`src/rtl/cvita_cmd_pkg.sv`:
```
// cvita_cmd_pkg: shared definitions for CVITA control endpoints.
//   - CVITA packet type codes and header field offsets
//   - Response length and readback-timeout payload constants
//   - cvita_hdr_t header struct with pack/unpack helpers
//   - Command responder FSM state type
package cvita_cmd_pkg;

    localparam logic [1:0] CVITA_TYPE_CMD  = 2'b10;
    localparam logic [1:0] CVITA_TYPE_RESP = 2'b11;

    localparam int unsigned HDR_TYPE_LSB     = 62;
    localparam int unsigned HDR_HAS_TIME_BIT = 61;
    localparam int unsigned HDR_EOB_BIT      = 60;
    localparam int unsigned HDR_SEQNUM_LSB   = 48;
    localparam int unsigned HDR_LEN_LSB      = 32;
    localparam int unsigned HDR_SRC_LSB      = 16;
    localparam int unsigned HDR_DST_LSB      = 0;

    localparam logic [15:0] RESP_LEN_BYTES     = 16'd16;
    localparam logic [63:0] RB_TIMEOUT_PAYLOAD = 64'hDEAD_DEAD_DEAD_DEAD;

    typedef struct packed {
        logic [1:0]  pkt_type;
        logic        has_time;
        logic        eob;
        logic [11:0] seqnum;
        logic [15:0] length;
        logic [15:0] src_sid;
        logic [15:0] dst_sid;
    } cvita_hdr_t;

    typedef enum logic [2:0] {
        StHead,
        StTime,
        StData,
        StDrop,
        StRbWait,
        StRespHead,
        StRespData,
        StErrResp
    } cmd_state_e;

    function automatic cvita_hdr_t cvita_hdr_unpack(input logic [63:0] w);
        cvita_hdr_t h;
        h.pkt_type = w[HDR_TYPE_LSB +: 2];
        h.has_time = w[HDR_HAS_TIME_BIT];
        h.eob      = w[HDR_EOB_BIT];
        h.seqnum   = w[HDR_SEQNUM_LSB +: 12];
        h.length   = w[HDR_LEN_LSB +: 16];
        h.src_sid  = w[HDR_SRC_LSB +: 16];
        h.dst_sid  = w[HDR_DST_LSB +: 16];
        return h;
    endfunction

    function automatic logic [63:0] cvita_hdr_pack(input cvita_hdr_t h);
        logic [63:0] w;
        w = '0;
        w[HDR_TYPE_LSB +: 2]    = h.pkt_type;
        w[HDR_HAS_TIME_BIT]     = h.has_time;
        w[HDR_EOB_BIT]          = h.eob;
        w[HDR_SEQNUM_LSB +: 12] = h.seqnum;
        w[HDR_LEN_LSB +: 16]    = h.length;
        w[HDR_SRC_LSB +: 16]    = h.src_sid;
        w[HDR_DST_LSB +: 16]    = h.dst_sid;
        return w;
    endfunction

endpackage

```
`src/rtl/cvita_resp_hdr_gen.sv`:
```
// cvita_resp_hdr_gen: combinational CVITA response header builder.
// Ports:
//   seqnum_i       - sequence number echoed from the command
//   cmd_src_sid_i  - command source SID (becomes response destination)
//   cmd_dst_sid_i  - command destination SID (becomes response source)
//   err_i          - error flag, placed in the eob/error bit
//   hdr_o          - 64-bit response header word
module cvita_resp_hdr_gen
    import cvita_cmd_pkg::*;
(
    input  logic [11:0] seqnum_i,
    input  logic [15:0] cmd_src_sid_i,
    input  logic [15:0] cmd_dst_sid_i,
    input  logic        err_i,
    output logic [63:0] hdr_o
);

    cvita_hdr_t hdr;

    always_comb begin
        hdr.pkt_type = CVITA_TYPE_RESP;
        hdr.has_time = 1'b0;
        hdr.eob      = err_i;
        hdr.seqnum   = seqnum_i;
        hdr.length   = RESP_LEN_BYTES;
        hdr.src_sid  = cmd_dst_sid_i;
        hdr.dst_sid  = cmd_src_sid_i;
    end

    assign hdr_o = cvita_hdr_pack(hdr);

endmodule

```
`src/rtl/cvita_cmd_responder.sv`:
```
// cvita_cmd_responder: CVITA command sink. Parses one command packet, issues one
// settings-bus write, waits for readback data and returns one two-word response.
// Optional feature: define CVITA_CMD_RB_TIMEOUT_EN to return an error response
// after RB_TIMEOUT readback-wait cycles; otherwise the wait is unbounded.
// Ports:
//   clk, reset                        - clock, synchronous active-high reset
//   i_tdata/i_tlast/i_tvalid/i_tready - command stream in
//   o_tdata/o_tlast/o_tvalid/o_tready - response stream out
//   set_stb/set_addr/set_data         - settings-bus write
//   set_time/set_has_time             - command timestamp (0 when untimed)
//   rb_addr/rb_stb/rb_data            - readback bus
module cvita_cmd_responder
    import cvita_cmd_pkg::*;
#(
    parameter int unsigned SR_AWIDTH  = 8,
    parameter int unsigned RB_AWIDTH  = 8,
    parameter int unsigned RB_TIMEOUT = 1023
) (
    input  logic                 clk,
    input  logic                 reset,
    input  logic [63:0]          i_tdata,
    input  logic                 i_tlast,
    input  logic                 i_tvalid,
    output logic                 i_tready,
    output logic [63:0]          o_tdata,
    output logic                 o_tlast,
    output logic                 o_tvalid,
    input  logic                 o_tready,
    output logic                 set_stb,
    output logic [SR_AWIDTH-1:0] set_addr,
    output logic [31:0]          set_data,
    output logic [63:0]          set_time,
    output logic                 set_has_time,
    output logic [RB_AWIDTH-1:0] rb_addr,
    input  logic                 rb_stb,
    input  logic [63:0]          rb_data
);

    cmd_state_e           state_q;
    logic [11:0]          seqnum_q;
    logic [15:0]          src_sid_q;
    logic [15:0]          dst_sid_q;
    logic                 err_q;
    logic                 drop_cmd_q;  // drop remainder of a valid command, then await readback
    logic [63:0]          payload_q;
    logic [63:0]          o_tdata_q;
    logic                 o_tvalid_q;
    logic                 o_tlast_q;
    logic                 set_stb_q;
    logic [SR_AWIDTH-1:0] set_addr_q;
    logic [31:0]          set_data_q;
    logic [63:0]          set_time_q;
    logic                 set_has_time_q;
    logic [RB_AWIDTH-1:0] rb_addr_q;

    logic        in_xfer;
    logic        tmo_hit;
    logic        resp_err;
    logic [63:0] resp_hdr;

    assign i_tready = !reset && (state_q inside {StHead, StTime, StData, StDrop});
    assign in_xfer  = i_tvalid && i_tready;
    assign resp_err = err_q || tmo_hit;

`ifdef CVITA_CMD_RB_TIMEOUT_EN
    localparam int unsigned TmoW = ($clog2(RB_TIMEOUT + 1) > 10) ? $clog2(RB_TIMEOUT + 1) : 10;
    logic [TmoW-1:0] tmo_cnt_q;

    // Held at zero outside the wait state, so every entry starts a fresh count.
    always_ff @(posedge clk) begin
        if (reset || state_q != StRbWait) begin
            tmo_cnt_q <= '0;
        end else begin
            tmo_cnt_q <= tmo_cnt_q + TmoW'(1);
        end
    end

    assign tmo_hit = (state_q == StRbWait) && (tmo_cnt_q == TmoW'(RB_TIMEOUT - 1));
`else
    assign tmo_hit = 1'b0;
`endif

    cvita_resp_hdr_gen u_resp_hdr_gen (
        .seqnum_i      (seqnum_q),
        .cmd_src_sid_i (src_sid_q),
        .cmd_dst_sid_i (dst_sid_q),
        .err_i         (resp_err),
        .hdr_o         (resp_hdr)
    );

    always_ff @(posedge clk) begin
        if (reset) begin
            state_q        <= StHead;
            seqnum_q       <= '0;
            src_sid_q      <= '0;
            dst_sid_q      <= '0;
            err_q          <= 1'b0;
            drop_cmd_q     <= 1'b0;
            payload_q      <= '0;
            o_tdata_q      <= '0;
            o_tvalid_q     <= 1'b0;
            o_tlast_q      <= 1'b0;
            set_stb_q      <= 1'b0;
            set_addr_q     <= '0;
            set_data_q     <= '0;
            set_time_q     <= '0;
            set_has_time_q <= 1'b0;
            rb_addr_q      <= '0;
        end else begin
            set_stb_q <= 1'b0;
            unique case (state_q)
                StHead: begin
                    if (in_xfer) begin
                        if (i_tdata[HDR_TYPE_LSB +: 2] != CVITA_TYPE_CMD) begin
                            drop_cmd_q <= 1'b0;
                            if (!i_tlast) state_q <= StDrop;
                        end else begin
                            seqnum_q       <= i_tdata[HDR_SEQNUM_LSB +: 12];
                            src_sid_q      <= i_tdata[HDR_SRC_LSB +: 16];
                            dst_sid_q      <= i_tdata[HDR_DST_LSB +: 16];
                            set_has_time_q <= i_tdata[HDR_HAS_TIME_BIT];
                            set_time_q     <= '0;
                            err_q          <= 1'b0;
                            if (i_tlast) begin
                                err_q   <= 1'b1;
                                state_q <= StErrResp;
                            end else if (i_tdata[HDR_HAS_TIME_BIT]) begin
                                state_q <= StTime;
                            end else begin
                                state_q <= StData;
                            end
                        end
                    end
                end
                StTime: begin
                    if (in_xfer) begin
                        set_time_q <= i_tdata;
                        if (i_tlast) begin
                            err_q   <= 1'b1;
                            state_q <= StErrResp;
                        end else begin
                            state_q <= StData;
                        end
                    end
                end
                StData: begin
                    if (in_xfer) begin
                        set_addr_q <= i_tdata[32 +: SR_AWIDTH];
                        set_data_q <= i_tdata[31:0];
                        rb_addr_q  <= i_tdata[32 +: RB_AWIDTH];
                        set_stb_q  <= 1'b1;
                        if (i_tlast) begin
                            state_q <= StRbWait;
                        end else begin
                            drop_cmd_q <= 1'b1;
                            state_q    <= StDrop;
                        end
                    end
                end
                StDrop: begin
                    if (in_xfer && i_tlast) state_q <= drop_cmd_q ? StRbWait : StHead;
                end
                StRbWait: begin
                    // Readback coinciding with the write strobe predates the write.
                    if (rb_stb && !set_stb_q) begin
                        payload_q  <= rb_data;
                        o_tdata_q  <= resp_hdr;
                        o_tvalid_q <= 1'b1;
                        state_q    <= StRespHead;
                    end else if (tmo_hit) begin
                        err_q      <= 1'b1;
                        payload_q  <= RB_TIMEOUT_PAYLOAD;
                        o_tdata_q  <= resp_hdr;
                        o_tvalid_q <= 1'b1;
                        state_q    <= StRespHead;
                    end
                end
                StErrResp: begin
                    payload_q  <= '0;
                    o_tdata_q  <= resp_hdr;
                    o_tvalid_q <= 1'b1;
                    state_q    <= StRespHead;
                end
                StRespHead: begin
                    if (o_tready) begin
                        o_tdata_q <= payload_q;
                        o_tlast_q <= 1'b1;
                        state_q   <= StRespData;
                    end
                end
                StRespData: begin
                    if (o_tready) begin
                        o_tdata_q  <= '0;
                        o_tvalid_q <= 1'b0;
                        o_tlast_q  <= 1'b0;
                        state_q    <= StHead;
                    end
                end
                default: state_q <= StHead;
            endcase
        end
    end

    assign o_tdata      = o_tdata_q;
    assign o_tvalid     = o_tvalid_q;
    assign o_tlast      = o_tlast_q;
    assign set_stb      = set_stb_q;
    assign set_addr     = set_addr_q;
    assign set_data     = set_data_q;
    assign set_time     = set_time_q;
    assign set_has_time = set_has_time_q;
    assign rb_addr      = rb_addr_q;

endmodule

```
`config.mk`:
```
export PLATFORM = sky130hd
export DESIGN_NAME = cvita_cmd_responder
export DESIGN_NICKNAME = d
export VERILOG_FILES = /design/src/rtl/cvita_cmd_pkg.sv /design/src/rtl/cvita_resp_hdr_gen.sv /design/src/rtl/cvita_cmd_responder.sv
export SDC_FILE = /design/constraint.sdc
export NUM_CORES = 1
export LEC_CHECK = 0
export ABC_AREA = 1
export CORE_MARGIN = 8
export CORE_UTILIZATION = 35
export CTS_BUF_LIST = sky130_fd_sc_hd__clkbuf_4
export CTS_CLUSTER_DIAMETER = 80
export DETAILED_ROUTE_END_ITERATION = 16
export PLACE_DENSITY_LB_ADDON = 0.2
export SLEW_MARGIN = 0
export SYNTH_ARGS = -nofsm -noshare
export SYNTH_HDL_FRONTEND = slang
export SYNTH_HIERARCHICAL = 1
export SYNTH_SLANG_ARGS = --single-unit
```
`constraint.sdc`:
```
create_clock -name clk -period 3 [get_ports clk]
set_input_delay 0.75 -clock clk [delete_from_list [all_inputs] [get_ports clk]]
set_output_delay 0.75 -clock clk [all_outputs]
set_load 0.02 [all_outputs]
```
======== Word level (Yosys, flattened, before mapping) ========
Index checks and enable logic that the tools add are counted.
W data, S select, Z words.
cells by class
  $add $sub $neg .......................... 0
  multipliers ............................. 0
  div/mod/pow operators ................... 0
  magnitude comparators ................... 0
  equal/unequal tests ..................... 20
  shift-type cells ........................ 0
  muxes and demuxes ....................... 42
  bitwise operators ....................... 2
  reduce and logical (&&, ||, !) cells .... 25
operators with widths
  operator              number
  $mux W64              7
  $pmux W64 S2          2
  $pmux W64 S4          1
  $mux W3               13
  $pmux W3 S8           1
  $ne A2 B2 Y1 const B  10
  $mux W1               13
  $eq A3 B3 Y1 const B  4
  $reduce_and A5 Y1     2
  $reduce_and A3 Y1     3
  $reduce_and A4 Y1     2
  $reduce_and A8 Y1     1
  $reduce_bool A2 Y1    4
  $reduce_bool A4 Y1    2
  $eq A3 B2 Y1 const B  2
  $pmux W1 S2           3
  $logic_and A1 B1 Y1   4
  $ne A2 B1 Y1 const B  2
  $reduce_and A2 Y1     2
  $eq A3 B1 Y1 const B  1
  $logic_not A3 Y1      1
  $ne A3 B3 Y1 const B  1
  $pmux W1 S3           1
  $reduce_bool A3 Y1    1
  4 further kinds       6
storage, ports and cells
  flip-flop bits (word level) ............. 285
  latch bits .............................. 0
  bits in writable memories ............... 0
  ROM bits ................................ 0
  input bits .............................. 134
  output and inout port bits .............. 181
  word-level logic and storage cells ...... 104
  memories kept ........................... 0

======== Logic depth before layout (Yosys ltp) ========
Gate-level depths: netlist of the first run.
  word-level depth ........................ 7
  mapped depth ............................ 11
  depth with buffers taken out ............ 9

======== Modules after synthesis ========
The synthesis of the first run kept the hierarchy.
modules (own cells, without submodules)
  module               instances  cells an instance  area each (µm²)  sequential area each (µm²)
  cvita_cmd_responder  1          1527               11204.5          5705.5
  cvita_resp_hdr_gen   1          66                 488.0            0.0

======== Worst setup path before layout of the first run ========
No wires, ideal clock.
  path type ............................... input to register
  start ................................... in reset
  end ..................................... reg dst_sid_q[0]
  setup time .............................. 0.116 ns
  arrival ................................. 1.830 ns
  data required time ...................... 2.884 ns
  slack ................................... 1.054 ns
  cell stages on the path ................. 9
  buffers on the path ..................... 3
  cells stage by stage .................... buf_2 nor2_4 nand2_2 inv_2 nand2_2 buf_2 clkbuf_2 o21ai_0 nor2_1
between the ends
  longest elaborated chain between the ends .. 4
RTL lines
  item                         line                        RTL
  start: declaration           cvita_cmd_responder.sv:20   input logic reset,
  $logic_not A1 Y1             cvita_cmd_responder.sv:61   assign i_tready = !reset && (state_q inside {StHead, StTime, StData, StDrop});
  $logic_and A1 B1 Y1          cvita_cmd_responder.sv:61
  net i_tready                 cvita_cmd_responder.sv:24   output logic i_tready,
  $logic_and A1 B1 Y1          cvita_cmd_responder.sv:62   assign in_xfer = i_tvalid && i_tready;
  $reduce_and A3 Y1 (no line)  n/a
  end signal: assignment       cvita_cmd_responder.sv:120  dst_sid_q <= i_tdata[HDR_DST_LSB +: 16];
  end: declaration             cvita_cmd_responder.sv:42   logic [15:0] dst_sid_q;
The timed path passes the listed nets, and every way through them passes these cells.
A chain may end at the register's enable or synchronous reset.

======== Worst setup path in the final report of the first run ========
  start ................................... reg state_q[2]
  end ..................................... out i_tready
between the ends
  longest elaborated chain between the ends .. 3
  elaborated cells between the ends (all ways) .. 6
  classes of those cells .................. 3 x eq/ne; 3 x reduce/logical
RTL lines
  item                                        line                        RTL
  start: declaration                          cvita_cmd_responder.sv:39   cmd_state_e state_q;
  start signal: assignment                    cvita_cmd_responder.sv:93   state_q <= StHead;
  start signal: assignment                    cvita_cmd_responder.sv:116  if (!i_tlast) state_q <= StDrop;
  start signal: assignment                    cvita_cmd_responder.sv:126  state_q <= StErrResp;
  $eq A3 B1 Y1, or another cell as far along  cvita_cmd_responder.sv:61
  $reduce_bool A4 Y1 (*)                      cvita_cmd_responder.sv:61
  $logic_and A1 B1 Y1 (*)                     cvita_cmd_responder.sv:61
  end: declaration                            cvita_cmd_responder.sv:24
Mark *: on every way between the ends. The rest lies on a longest branch, timed or not.

==> results_dict.tcl, run 1 <==
set metrics [dict create \
    ant_nets 0 \
    dominantRegCellSynth "sky130_fd_sc_hd__dfxtp_1" \
    rsz0062_at_grt "false" \
    post_synth_main_area_contributors "sky130_fd_sc_hd__dfxtp_1 49%, sky130_fd_sc_hd__nor2_1 12%, sky130_fd_sc_hd__nand2_1 8.9%, sky130_fd_sc_hd__buf_4 5.9%, sky130_fd_sc_hd__nor3_1 5.6%" \
    ioPinCount 315 \
    vias_per_cell 4.75 \
    overall_die_area_sq_um 39500 \
    drt-pass1-iter-count 5 \
    placedCellCount 2206 \
    hold-path-endpoint "set_time[45]" \
    floorplan.initialDensity_pct 35.2 \
    clk_latency_ns 0.71 \
    synth-seq-area-share_pct 48.8 \
    clock-sinks 285 \
    global_route.overflow_total 0 \
    clk_root_buffer_cell "sky130_fd_sc_hd__clkbuf_4" \
    ctsHtreeMaxLevel 3 \
    postSynthCellCount 1593 \
    library_cell_with_the_largest_summed_area_after_synthesis "sky130_fd_sc_hd__dfxtp_1" \
    critPathSlowestCell "sky130_fd_sc_hd__clkdlybuf4s50_1" \
    worst_clock_skew_ns 0.0240 \
    max-slew-margin-rel_pct 46.4 \
    leakage_nw 6.25 \
    row_count 67 \
    multiInputGateArea_sq_um 4850 \
    cp_slowest_stage_delay_ns 0.64 \
    dp.final_hpwl_um 27400 \
    syn-mean-instance-area_sq_um 7.34 \
    fp.dieW_um 199 \
    num-nets-final 1973 \
    start_kind "flop" \
    drive_gt1_share_pct 9.30 \
    holdPathStages 2 \
    gp_congestion 0.830 \
    finalHoldViolations 0 \
    holdCritPathClass "reg -> reg" \
    fin_tns_setup_ns 0 \
    clockBufferDepth 3 \
    grtUsageTotal_pct 19.8 \
    largest_net_degree_at_the_start_of_global_routing 69 \
    setup.reg_to_reg.worst_slack_ns 0.85 \
    final_min_period_ns 2.77 \
    rr_endpoint "o_tdata[2]" \
    worst-r2r-cell-count 9 \
    endpoint_kind "output port" \
    number_of_library_cell_types_mapped_by_synthesis 27 \
    wire_length_of_the_first_global_routing_pass_um 62200 \
    drt_iter0_markers 668 \
    synthesis.area_sq_um 11700 \
    cp_cell_sequence "nor2_4 > clkdlybuf4s50_1" \
    synth.top_cell.area_share_pct 48.8 \
    tritoncts "done" \
    yosys_warnings 6 \
    cts_made_buffers 79 \
    ys_seq_elements 285 \
    irDropWorstVdd_mv 0.280 \
    worstMarginPinSlew_ns 0.804 \
    grt_pass1_vias 11000 \
    fin_crit_sh_pct 92.3 \
    synthMostInstantiatedCell "sky130_fd_sc_hd__nor2_1" \
    detail_route.wl_per_cell_um 17.3 \
    design.core.area_sq_um 33200 \
    synth.cells.most_frequent "373 x sky130_fd_sc_hd__nor2_1, 285 x sky130_fd_sc_hd__dfxtp_1, 277 x sky130_fd_sc_hd__nand2_1, 131 x sky130_fd_sc_hd__nor3_1, 92 x sky130_fd_sc_hd__buf_4" \
    clk_transition_reported_paths_ns 0.06 \
    arrival_ns 2.02 \
    run_status "complete, no violations" \
    via_count 11100 \
    syn2layout_area_growth_pct 33.0 \
    ys_async_sr_fraction_pct 0 \
    y_dimension_of_the_die_um 199 \
    wirelength_um 40500 \
    final_critical_path_setup_slack_ns 0.231 \
    synth-edff-count 0 \
    drt_drc_violations_left 0 \
    timing_worst_setup_path_type "reg -> out" \
    slew_viol_final 0 \
    port_buffers 314 \
    powerDensity_nw_per_um2 587 \
    max_cap_violations 0 \
    final-seq-area_sq_um 5710 \
    stdcell_count 2344 \
    cts_hold_buffers 0 \
    cp_data_required_time_ns 2.25 \
    final.fill_count 3389 \
    critPathMaxFanout 9 \
    setup_violations 0 \
    initial_antenna_violation_count 2 \
    timing.hold.worst.start "set_time[45]" \
    preCtsSetupSlack_ns 0.294 \
    post_cts_buffers 0 \
    fmax_mhz 361 \
    cts_resized 0 \
    crit_reg_reg_startpoint "state_q[1]" \
]
## critical path, delay by kind of cell (launching register included)
family                 cells  cell delay (ns)
buffers and inverters      1             0.64
flip-flops                 1             0.46
AND/OR/NAND/NOR            1             0.23
## logic make-up after synthesis
| family | count (synthesis) | synth area share [%] |
|---|---|---|
| flip-flops | 285 | 48.8 |
| AO/OA/AOI/OAI | 228 | 9.81 |
| buffers and inverters | 207 | 10.5 |
| AND/OR/NAND/NOR | 871 | 30.8 |
| other | 2 | 0.0642 |
## worst max-delay path by stage
stage	startpoint	to	slack [ns]	cells past startpoint
2_1_floorplan	reset	dst_sid_q[0]	1.05	9
3_3_place_gp	rb_stb	o_tdata[2]	0.33	8
3_5_place_dp	rb_stb	o_tdata[2]	0.29	8
4_1_cts	state_q[2]	i_tready	0.15	2
5_1_grt	state_q[2]	i_tready	0.11	2
6_report	state_q[2]	i_tready	0.23	2
## through the flow
step / util (%) / instance area (sq um) / total power [mW] / hold slack [ns]
after floorplan: - / 11800 / 5.04 / 0.440
after global placement: 43.8 / 14600 / 5.68 / 0.447
after detailed placement: 43.8 / 14600 / 5.69 / 0.453
after CTS: 46.8 / 15500 / 9.28 / 0.463
after global routing: 46.8 / 15600 / 9.62 / 0.474
final: 46.8 / 15600 / 9.14 / 0.459
## per-layer routing
layer / global-route usage (%) / wire (um) / vias to the layer above
li1: - / - / 5592
met3: 7.09 / 3780 / 51
met2: 29.9 / 17700 / 388
met4: 6.81 / 791 / 0
met5: 0 / 0 / -
met1: 25.8 / 18200 / 5094
## state kept, by name (all words and copies together) (netlist names)
signal,count
set_has_time,1
set_time,64
payload_q,64
err_q,1
o_tlast,1
o_tdata,64
o_tvalid,1
src_sid_q,16
rb_addr,8
state_q,3
dst_sid_q,16
seqnum_q,12
drop_cmd_q,1
set_data,32
set_stb,1
## power breakdown
| part | switching [mW] | internal [mW] |
|---|---|---|
| clock network | 1.66 | 1.88 |
| registers | 0.145 | 4.00 |
| logic | 0.839 | 0.611 |
| total | 2.64 | 6.49 |
## placed cells by master, fill, tap and decap left out, types with 19 or more instances in the layout
| cell type | instances |
|---|---|
| sky130_fd_sc_hd__dfxtp_1 | 285 |
| sky130_fd_sc_hd__o21ai_1 | 67 |
| sky130_fd_sc_hd__o21ai_0 | 85 |
| sky130_fd_sc_hd__clkbuf_4 | 118 |
| sky130_fd_sc_hd__nand2_1 | 274 |
| sky130_fd_sc_hd__buf_4 | 20 |
| sky130_fd_sc_hd__nand3_1 | 74 |
| sky130_fd_sc_hd__a21oi_1 | 72 |
| sky130_fd_sc_hd__nor2_1 | 373 |
| sky130_fd_sc_hd__nor3_1 | 131 |
| sky130_fd_sc_hd__conb_1 | 19 |
| sky130_fd_sc_hd__clkdlybuf4s50_1 | 313 |
## final cells by class
type	count	share of cell area, %
Multi-Input combinational cell	1118	31.2
Tap cell	448	3.60
Sequential cell	285	36.7
Antenna cell	3	0.0483
Clock buffer	118	5.70
Timing Repair Buffer	338	21.7
Inverter	17	0.442
Clock inverter	17	0.668
Note: power is estimated with default switching activity, not from simulation.
==> run 2: changes to the inputs <==
Settings changed: CTS_CLUSTER_DIAMETER 80 to unset, SKIP_CTS_REPAIR_TIMING set to 1.
==> results of run 2 <==
Final layout, timing and power as in run 1 (identical DEF).
